--- src/rtl/seg7_scan.sv ---
// Multiplexed seven-segment scan driver with frame-synchronous data commit.
// Define SEG7_DP_EN to stage and display per-digit decimal points.
module seg7_scan #(
  parameter int DIGITS = 8,
  parameter int DIV    = 262144
) (
  input  logic                CLK100MHZ,
  input  logic                rst_n,
  input  logic [4*DIGITS-1:0] data,
  input  logic                load,
  input  logic [2:0]          duty,
  input  logic                blank_lz,
  input  logic [DIGITS-1:0]   dp,
  output logic [6:0]          seg,
  output logic                dp_n,
  output logic [DIGITS-1:0]   an,
  output logic                frame,
  output logic                pending
);
  localparam int PW    = $clog2(DIV);
  localparam int IW    = $clog2(DIGITS);
  localparam int SLICE = DIV / 8;

  logic [PW-1:0]       pcnt_reg;
  logic [IW-1:0]       idx_reg;
  logic [4*DIGITS-1:0] staging_reg;
  logic [4*DIGITS-1:0] shadow_reg;
  logic                pending_reg;
  logic                wrap_reg;
  logic                boundary;
  logic                commit;

  logic [6:0]          seg_reg;
  logic                dp_n_reg;
  logic [DIGITS-1:0]   an_reg;
  logic                frame_reg;
  logic                pending_out_reg;

  assign boundary = (pcnt_reg == PW'(DIV - 1)) && (idx_reg == IW'(DIGITS - 1));
  // A load landing on the boundary takes priority and defers the commit a frame.
  assign commit   = boundary && pending_reg && !load;

  always_ff @(posedge CLK100MHZ or negedge rst_n) begin
    if (!rst_n) begin
      pcnt_reg <= '0;
      idx_reg  <= '0;
    end else if (pcnt_reg == PW'(DIV - 1)) begin
      pcnt_reg <= '0;
      idx_reg  <= (idx_reg == IW'(DIGITS - 1)) ? '0 : idx_reg + 1'b1;
    end else begin
      pcnt_reg <= pcnt_reg + 1'b1;
    end
  end

  always_ff @(posedge CLK100MHZ or negedge rst_n) begin
    if (!rst_n) begin
      staging_reg <= '0;
      shadow_reg  <= '0;
      pending_reg <= 1'b0;
      wrap_reg    <= 1'b0;
    end else begin
      wrap_reg <= boundary;
      if (load) begin
        staging_reg <= data;
        pending_reg <= 1'b1;
      end else if (commit) begin
        shadow_reg  <= staging_reg;
        pending_reg <= 1'b0;
      end
    end
  end

  logic dp_bit;
`ifdef SEG7_DP_EN
  logic [DIGITS-1:0] dp_stage_reg;
  logic [DIGITS-1:0] dp_shadow_reg;

  always_ff @(posedge CLK100MHZ or negedge rst_n) begin
    if (!rst_n) begin
      dp_stage_reg  <= '0;
      dp_shadow_reg <= '0;
    end else if (load) begin
      dp_stage_reg <= dp;
    end else if (commit) begin
      dp_shadow_reg <= dp_stage_reg;
    end
  end
  assign dp_bit = dp_shadow_reg[idx_reg];
`else
  logic unused_dp;
  assign unused_dp = ^dp;
  assign dp_bit    = 1'b0;
`endif

  // nib[i] is the shadow nibble of digit i; lz[i] flags nibbles i..top all zero.
  logic [3:0]        nib [DIGITS];
  logic [DIGITS-1:0] lz;
  generate
    for (genvar gi = 0; gi < DIGITS; gi++) begin : g_digit
      assign nib[gi] = shadow_reg[4*gi +: 4];
      assign lz[gi]  = (shadow_reg[4*DIGITS-1:4*gi] == '0);
    end
  endgenerate

  function automatic logic [6:0] hex7(input logic [3:0] v);
    case (v)
      4'h0: hex7 = 7'b1000000;
      4'h1: hex7 = 7'b1111001;
      4'h2: hex7 = 7'b0100100;
      4'h3: hex7 = 7'b0110000;
      4'h4: hex7 = 7'b0011001;
      4'h5: hex7 = 7'b0010010;
      4'h6: hex7 = 7'b0000010;
      4'h7: hex7 = 7'b1111000;
      4'h8: hex7 = 7'b0000000;
      4'h9: hex7 = 7'b0010000;
      4'hA: hex7 = 7'b0001000;
      4'hB: hex7 = 7'b0000011;
      4'hC: hex7 = 7'b1000110;
      4'hD: hex7 = 7'b0100001;
      4'hE: hex7 = 7'b0000110;
      default: hex7 = 7'b0001110;
    endcase
  endfunction

  logic [PW:0]       on_limit;
  logic              anode_on;
  logic              blank;
  logic [6:0]        seg_next;
  logic [DIGITS-1:0] an_next;
  logic              dp_n_next;

  assign on_limit  = (PW + 1)'((duty + 4'd1) * SLICE);
  assign anode_on  = ({1'b0, pcnt_reg} < on_limit);
  assign blank     = blank_lz && (idx_reg != '0) && lz[idx_reg];
  assign seg_next  = blank ? 7'b1111111 : hex7(nib[idx_reg]);
  assign an_next   = anode_on ? ~(DIGITS'(1) << idx_reg) : '1;
  assign dp_n_next = !(anode_on && !blank && dp_bit);

  always_ff @(posedge CLK100MHZ or negedge rst_n) begin
    if (!rst_n) begin
      seg_reg         <= 7'b1111111;
      dp_n_reg        <= 1'b1;
      an_reg          <= '1;
      frame_reg       <= 1'b0;
      pending_out_reg <= 1'b0;
    end else begin
      seg_reg         <= seg_next;
      dp_n_reg        <= dp_n_next;
      an_reg          <= an_next;
      frame_reg       <= wrap_reg;
      pending_out_reg <= pending_reg;
    end
  end

  assign seg     = seg_reg;
  assign dp_n    = dp_n_reg;
  assign an      = an_reg;
  assign frame   = frame_reg;
  assign pending = pending_out_reg;
endmodule

--- config.mk ---
export PLATFORM = sky130hd
export DESIGN_NAME = seg7_scan
export DESIGN_NICKNAME = d
export VERILOG_FILES = /design/src/rtl/seg7_scan.sv
export SDC_FILE = /design/constraint.sdc
export NUM_CORES = 1
export LEC_CHECK = 0
export CORE_UTILIZATION = 55
export DETAILED_ROUTE_END_ITERATION = 16
export PLACE_DENSITY = 0.82
export SYNTH_ARGS = -nofsm -noshare
export SYNTH_HDL_FRONTEND = slang
export SYNTH_SLANG_ARGS = --single-unit
--- constraint.sdc ---
create_clock -name CLK100MHZ -period 2.7 [get_ports CLK100MHZ]
set_input_delay 0.27 -clock CLK100MHZ [delete_from_list [all_inputs] [get_ports CLK100MHZ]]
set_output_delay 0.27 -clock CLK100MHZ [all_outputs]
set_load 0.01 [all_outputs]
After elaboration in Yosys (flattened, before gate mapping)
Memory sizes are Yosys's and may differ from the RTL's.
Index checks and enable logic that the tools add are counted.
{"block": "totals", "ff_bits": 104, "ramBits": 0, "romBits": 112, "memories": 1, "latchBits": 0}
{"block": "classes", "order_cmp": 3, "bitwise_logic": 3, "div": 0, "n_addsub": 3, "reduce_logical": 17, "eq_ne": 2, "shifts": 1, "multipliers": 0, "n_mux": 11}
{"name": "(name not given)", "depth": 16, "width": 7, "read_ports": 1, "rd_ports_with_merged_regs": 0, "write_ports": 0, "line": "106", "rtl": "case (v)"}
{"operator": "logical NOT 32 bit", "count": 1}
{"operator": "logical NOT 28 bit", "count": 1}
{"operator": "logical NOT 24 bit", "count": 1}
{"operator": "logical NOT 20 bit", "count": 1}
{"operator": "< comparator 18 x 19 -> 1 bit", "count": 1}
{"operator": "adder 18 x 1 -> 18 bit, second input constant", "count": 1}
{"operator": "equality test 18 bit, second input constant", "count": 1}
{"operator": "2-to-1 mux 18 bit", "count": 1}
{"operator": "logical NOT 16 bit", "count": 1}
{"operator": "binary-select mux 4 bit (select 3 bit)", "count": 1}
{"operator": "logical NOT 12 bit", "count": 1}
{"operator": "logical NOT 8 bit", "count": 1}
{"operator": "2-to-1 mux 4 bit", "count": 2}
{"operator": "2-to-1 mux 8 bit", "count": 1}
{"operator": "NOT 8 bit", "count": 1}
{"operator": "<< shifter 1 x 3 -> 8 bit, first input constant", "count": 1}
{"operator": "2-to-1 mux 7 bit", "count": 1}
{"operator": "logical AND 1 bit", "count": 5}
{"operator": "adder 3 x 1 -> 4 bit, second input constant", "count": 1}
{"operator": "greater-or-equal comparator 4 bit, second input constant", "count": 1}
{"operator": "logical NOT 4 bit", "count": 1}
{"operator": "< comparator 3 x 4 -> 1 bit, second input constant", "count": 1}
{"operator": "NOT 3 -> 4 bit", "count": 1}
{"operator": "adder 3 x 1 -> 3 bit, second input constant", "count": 1}
{"operator": "other kinds (9)", "count": 11}

Logic depth before layout (Yosys ltp)
{"block": "depth", "word_depth": 6, "ltp_mapped": 9, "depth_no_buf": 8}

Worst setup path after synthesis
Ideal clock, no wire load.
{"block": "synth_path", "kind": "reg2reg", "startpoint": "register idx_reg[0]", "endpoint": "register seg_reg[4] (netlist: seg[4])", "arrival_time_ps": 2252, "required_time_ps": 2591, "n_path_buf": 1, "setup_slack_ps": 340, "stages_incl_launch_ff": 9, "cell_sequence": "dfrtp_1 -> buf_4 -> mux4_2 -> mux2i_1 -> inv_1 -> ha_1 -> mux2_2 -> nand2_1 -> o211ai_1"}
{"block": "synth_between", "elab_chain_len": 6}
{"element": "start: declaration", "line": "25", "rtl": "logic [IW-1:0] idx_reg;"}
{"element": "start signal: assignment", "line": "49", "rtl": "idx_reg <= (idx_reg == IW'(DIGITS - 1)) ? '0 : idx_reg + 1'b1;"}
{"element": "NOT 3 -> 4 bit (implied by the code)", "line": "136", "rtl": "assign seg_next = blank ? 7'b1111111 : hex7(nib[idx_reg]);"}
{"element": "binary-select mux 4 bit (select 3 bit)", "line": "136"}
{"element": "2-to-1 mux 4 bit (implied by the code) (2 in series)", "line": "136"}
{"element": "memory (16 x 7 bit)"}
{"element": "2-to-1 mux 7 bit *", "line": "136"}
{"element": "named net seg_next[4]", "line": "129", "rtl": "logic [6:0] seg_next;"}
{"element": "end signal: assignment", "line": "148", "rtl": "seg_reg <= seg_next;"}
{"element": "end: declaration", "line": "33", "rtl": "logic [6:0] seg_reg;"}
Mark *: on every way through the listed nets, which the timed path passes. The rest lies on a longest branch. The select of a mux whose other input is x is not followed.
A chain may end at the register's enable or synchronous reset.

Final worst setup path
Same ends and word-level chain as after synthesis.

==> key figures <==
Yosys
  – Main combinational cell family by area after synthesis: multiplexers
  – Adder-cell share of the synthesized area: 0.0420
  – Synth Area in XOR/XNOR: 0.0294
  – YS warnings: 0
  – Mux contribution to synthesized area: 0.237
  – Mapped Nets: around 400
  – Yosys cell types: 43
  – Mean Syn Cell Area: 14.1 um^2
  – #FFs+latches synth: roughly 100
  – Synth Area in Compound Gates: 0.0318
  – Post-synthesis simple-gate area fraction: 0.0843
  – Netlist Area Pre-Place: about 0.0048 mm^2
  – Sequential share of the synthesized area: 0.550
  – Syn Inst Count: between 300 and 400

Route
  – Residual DRC count: 0
  – Vias post-DR: between 2,000 and 3,000
  – Antenna violation net count after detailed routing: 0
  – Initial detailed-routing violation count: 150
  – Drt wl/cell: roughly 16 um
  – Via/cell ratio: ~5.5
  – First drt pass iteration count: 4
  – WL final: around 8.0 mm

Finish
  – Nets: 466
  – Area occupied by registers: 0.00262 mm^2
  – Number of diodes: 0
  – Area growth, synth to finish: 18.5%
  – Area of the multi-input gates: 0.00203 mm^2
  – Utilization after layout: 0.681
  – Final instance area: around 0.0057 mm^2
  – Layout cells sized above 1: 0.299
  – # fillers: about 590
  – Finished Layout Cells: about 510

Critical path
  – Top delay family on crit path: multiplexers
  – Data arrival, critical path: ~2700 ps
  – CP Capture Type: flop
  – Critical path launch point type: flop
  – Critical Path RT: around 3000 ps
  – Slowest stage delay, CP: 610 ps
  – Crit path kind: reg -> reg
  – R2R Setup Slk: around 280 ps
  – Crit path max fanout: 8
  – Crit-path slowest cell: dfrtp_1
  – CP bufs+invs: 1
  – CP cell instances: mux4_2 -> mux2i_1 -> inv_1 -> ha_1 -> mux2_2 -> nand2_1 -> o211ai_1

Power
  – Max IR drop VDD: about 0.00028 V
  – Pint: around 2.2 mW
  – Clock Power Share: 0.351
  – PD cells: about 500 mW/mm^2
  – Net Sw Power: a little over 0.6 mW
  – P_leak: ~2.7 nW
  – Sequential power share: 0.588
  – Switching Fraction: 0.220
  – Gate power share: 0.061

Clock tree
  – Bufs on Longest Clock Path: 2
  – Post-CTS Setup Inserts: 0
  – Root buf cell: clkbuf_8
  – H-tree levels: 3
  – Worst-Skew Late Latency: 360 ps
  – Clock Pin Slew Worst Setup and Hold Paths: roughly 100 ps
  – Inserted Clock Buffers: 9
  – CTS tree: built
  – Num Clock Sinks: 104

Global routing
  – Gr ovfl total: 0
  – First-pass GRT wire length: around 14 mm
  – GRT Total Usage: 0.203
  – Vias in the first global route: between 2,000 and 3,000
  – Initial antenna violation count: 0
  – Largest net degree at the start of global routing: 46

Place
  – DP Wirelength: ~6 mm
  – Area post-placement: between 0.005 and 0.006 mm^2
  – # port buffers: 55
  – Inst Count DP: 496
  – Final Wtd Congestion: 0.798

Floorplanning
  – Ports: between 60 and 70
  – FP Rows: 33
  – Die height: ~95 um
  – Initial Util: 0.574
  – Core box area: ~0.0083 mm^2
  – Chip width: ~95 um
  – Die area: 0.00904 mm^2

Timing
  – Slew Limit Headroom: 0.503
  – Final worst path period share: 0.897
  – Final setup violation count: 0
  – Max frequency: about 410 MHz
  – Tmin final: roughly 2400 ps
  – Final Hold Viols: 0
  – Measured slew at the worst slew-check pin: 738 ps
  – Setup_tns: 0 ps
  – RSZ-0062 raised after global routing: false
  – Max Clock Skew: ~8.6 ps
  – WHS: between 300 and 400 ps
  – Max-slew violations: 0

Outcome
  – Status: finished clean

Hold path
  – Hold WC Path Type: reg -> reg

Flow run
  – Max Cap Viol: 0
-- power by group through the flow --
stage                     clock (mW)  sequential (mW)  combinational, mW
after floorplan                    0             1.65             0.0705
after global placement             0             1.66              0.165
after detailed placement           0             1.67              0.171
after CTS                      0.999             1.64              0.173
after global routing            1.06             1.64              0.188
final                          0.977             1.64              0.169
-- cell usage in the layout, fill, tap and decap left out, drive strengths merged, types with 5 or more instances in the layout --
master / instances
dfrtp: 89
xor2: 6
o21ai: 10
mux2: 66
nand4: 5
xnor2: 10
clkdlybuf4s50: 54
nand2: 25
nor2: 13
ha: 16
mux2i: 8
clkbuf: 10
mux4: 8
nor4: 10
dfstp: 15
nand3: 8
inv: 10
buf: 11
-- synth_stat cells --
| cell type | number | area [um^2] |
|---|---|---|
| or2_2 | 1 | 6.26 |
| nand3b_1 | 1 | 7.51 |
| mux2i_1 | 7 | 70.1 |
| ha_1 | 16 | 200 |
| inv_2 | 1 | 3.75 |
| mux2_4 | 30 | 450 |
| o21ai_1 | 1 | 5.00 |
| or2_1 | 1 | 6.26 |
| xnor2_1 | 10 | 87.6 |
| xor2_1 | 6 | 52.6 |
| a21oi_1 | 2 | 10.0 |
| nand3_2 | 1 | 10.0 |
| a21o_1 | 1 | 7.51 |
| inv_1 | 8 | 30.0 |
| and3_1 | 1 | 6.26 |
| o21ai_0 | 9 | 45.0 |
| and4_1 | 2 | 17.5 |
| o21a_1 | 2 | 15.0 |
| buf_6 | 3 | 33.8 |
| nor4_4 | 1 | 21.3 |
| nand4_1 | 5 | 31.3 |
| a221oi_1 | 1 | 8.76 |
| o221ai_1 | 1 | 8.76 |
| nand3_1 | 7 | 35.0 |
| and2_1 | 3 | 18.8 |
| nand2_1 | 25 | 93.8 |
| nor4_1 | 9 | 56.3 |
| conb_1 | 1 | 3.75 |
| mux2i_4 | 1 | 22.5 |
| o211ai_1 | 3 | 22.5 |
| mux2_2 | 36 | 405 |
| clkbuf_1 | 6 | 22.5 |
| dfstp_2 | 15 | 394 |
| dfrtp_1 | 89 | 2230 |
| buf_4 | 4 | 30.0 |
| nand2b_1 | 2 | 12.5 |
| a2111oi_0 | 1 | 8.76 |
| a21boi_0 | 1 | 7.51 |
| nor2_1 | 13 | 48.8 |
| o22ai_1 | 2 | 12.5 |
| mux4_2 | 8 | 180 |
| nor2b_1 | 1 | 6.26 |
| nand4b_4 | 1 | 23.8 |
-- layer usage --
| metal | vias to the layer above | wire length, um | GRT usage |
|---|---|---|---|
| li1 | 1327 | - | - |
| met4 | 0 | 153 | 0.0833 |
| met1 | 1433 | 3830 | 0.299 |
| met3 | 14 | 239 | 0.0271 |
| met2 | 72 | 3770 | 0.304 |
| met5 | - | 0 | 0 |
-- through the flow --
step / power, mW / setup WS, ps
finish: 2.78 / 277
global route: 2.89 / 81.3
CTS: 2.81 / 273
detailed placement: 1.84 / 315
global placement: 1.83 / 358
floorplan: 1.73 / 340
-- cell families after synthesis --
group | count (synthesis)
XOR/XNOR | 16
AND/OR/NAND/NOR | 74
buffers and inverters | 22
flip-flops | 104
AO/OA/AOI/OAI | 24
multiplexers | 82
adder cells (fa/ha/maj) | 16
other | 1
-- final cells by class --
| type | instances | share of cell area |
|---|---|---|
| clock inverters | 6 | 0.0120 |
| inverters | 9 | 0.00598 |
| multi-input cells | 213 | 0.359 |
| flip-flops and latches | 104 | 0.464 |
| clock buffers | 10 | 0.0244 |
| well taps | 105 | 0.0233 |
| repair buffers | 66 | 0.112 |
-- what timing repair did --
action                                 4_1_cts  5_1_grt
gates resized for setup                      0        0
endpoints found under the hold margin       41        0
hold buffers                                 1        0
-- path summary, 6_finish.rpt --
path,startpoint,to,cells past startpoint
max,idx_reg[0],seg[4],7
min reg2reg,wrap_reg,frame,0
max reg2reg,idx_reg[0],seg[4],7
min in group asynchronous,rst_n,shadow_reg[27],2
min,wrap_reg,frame,0
max in group asynchronous,rst_n,an[1],3
Note: power is estimated with default switching activity, not from simulation.
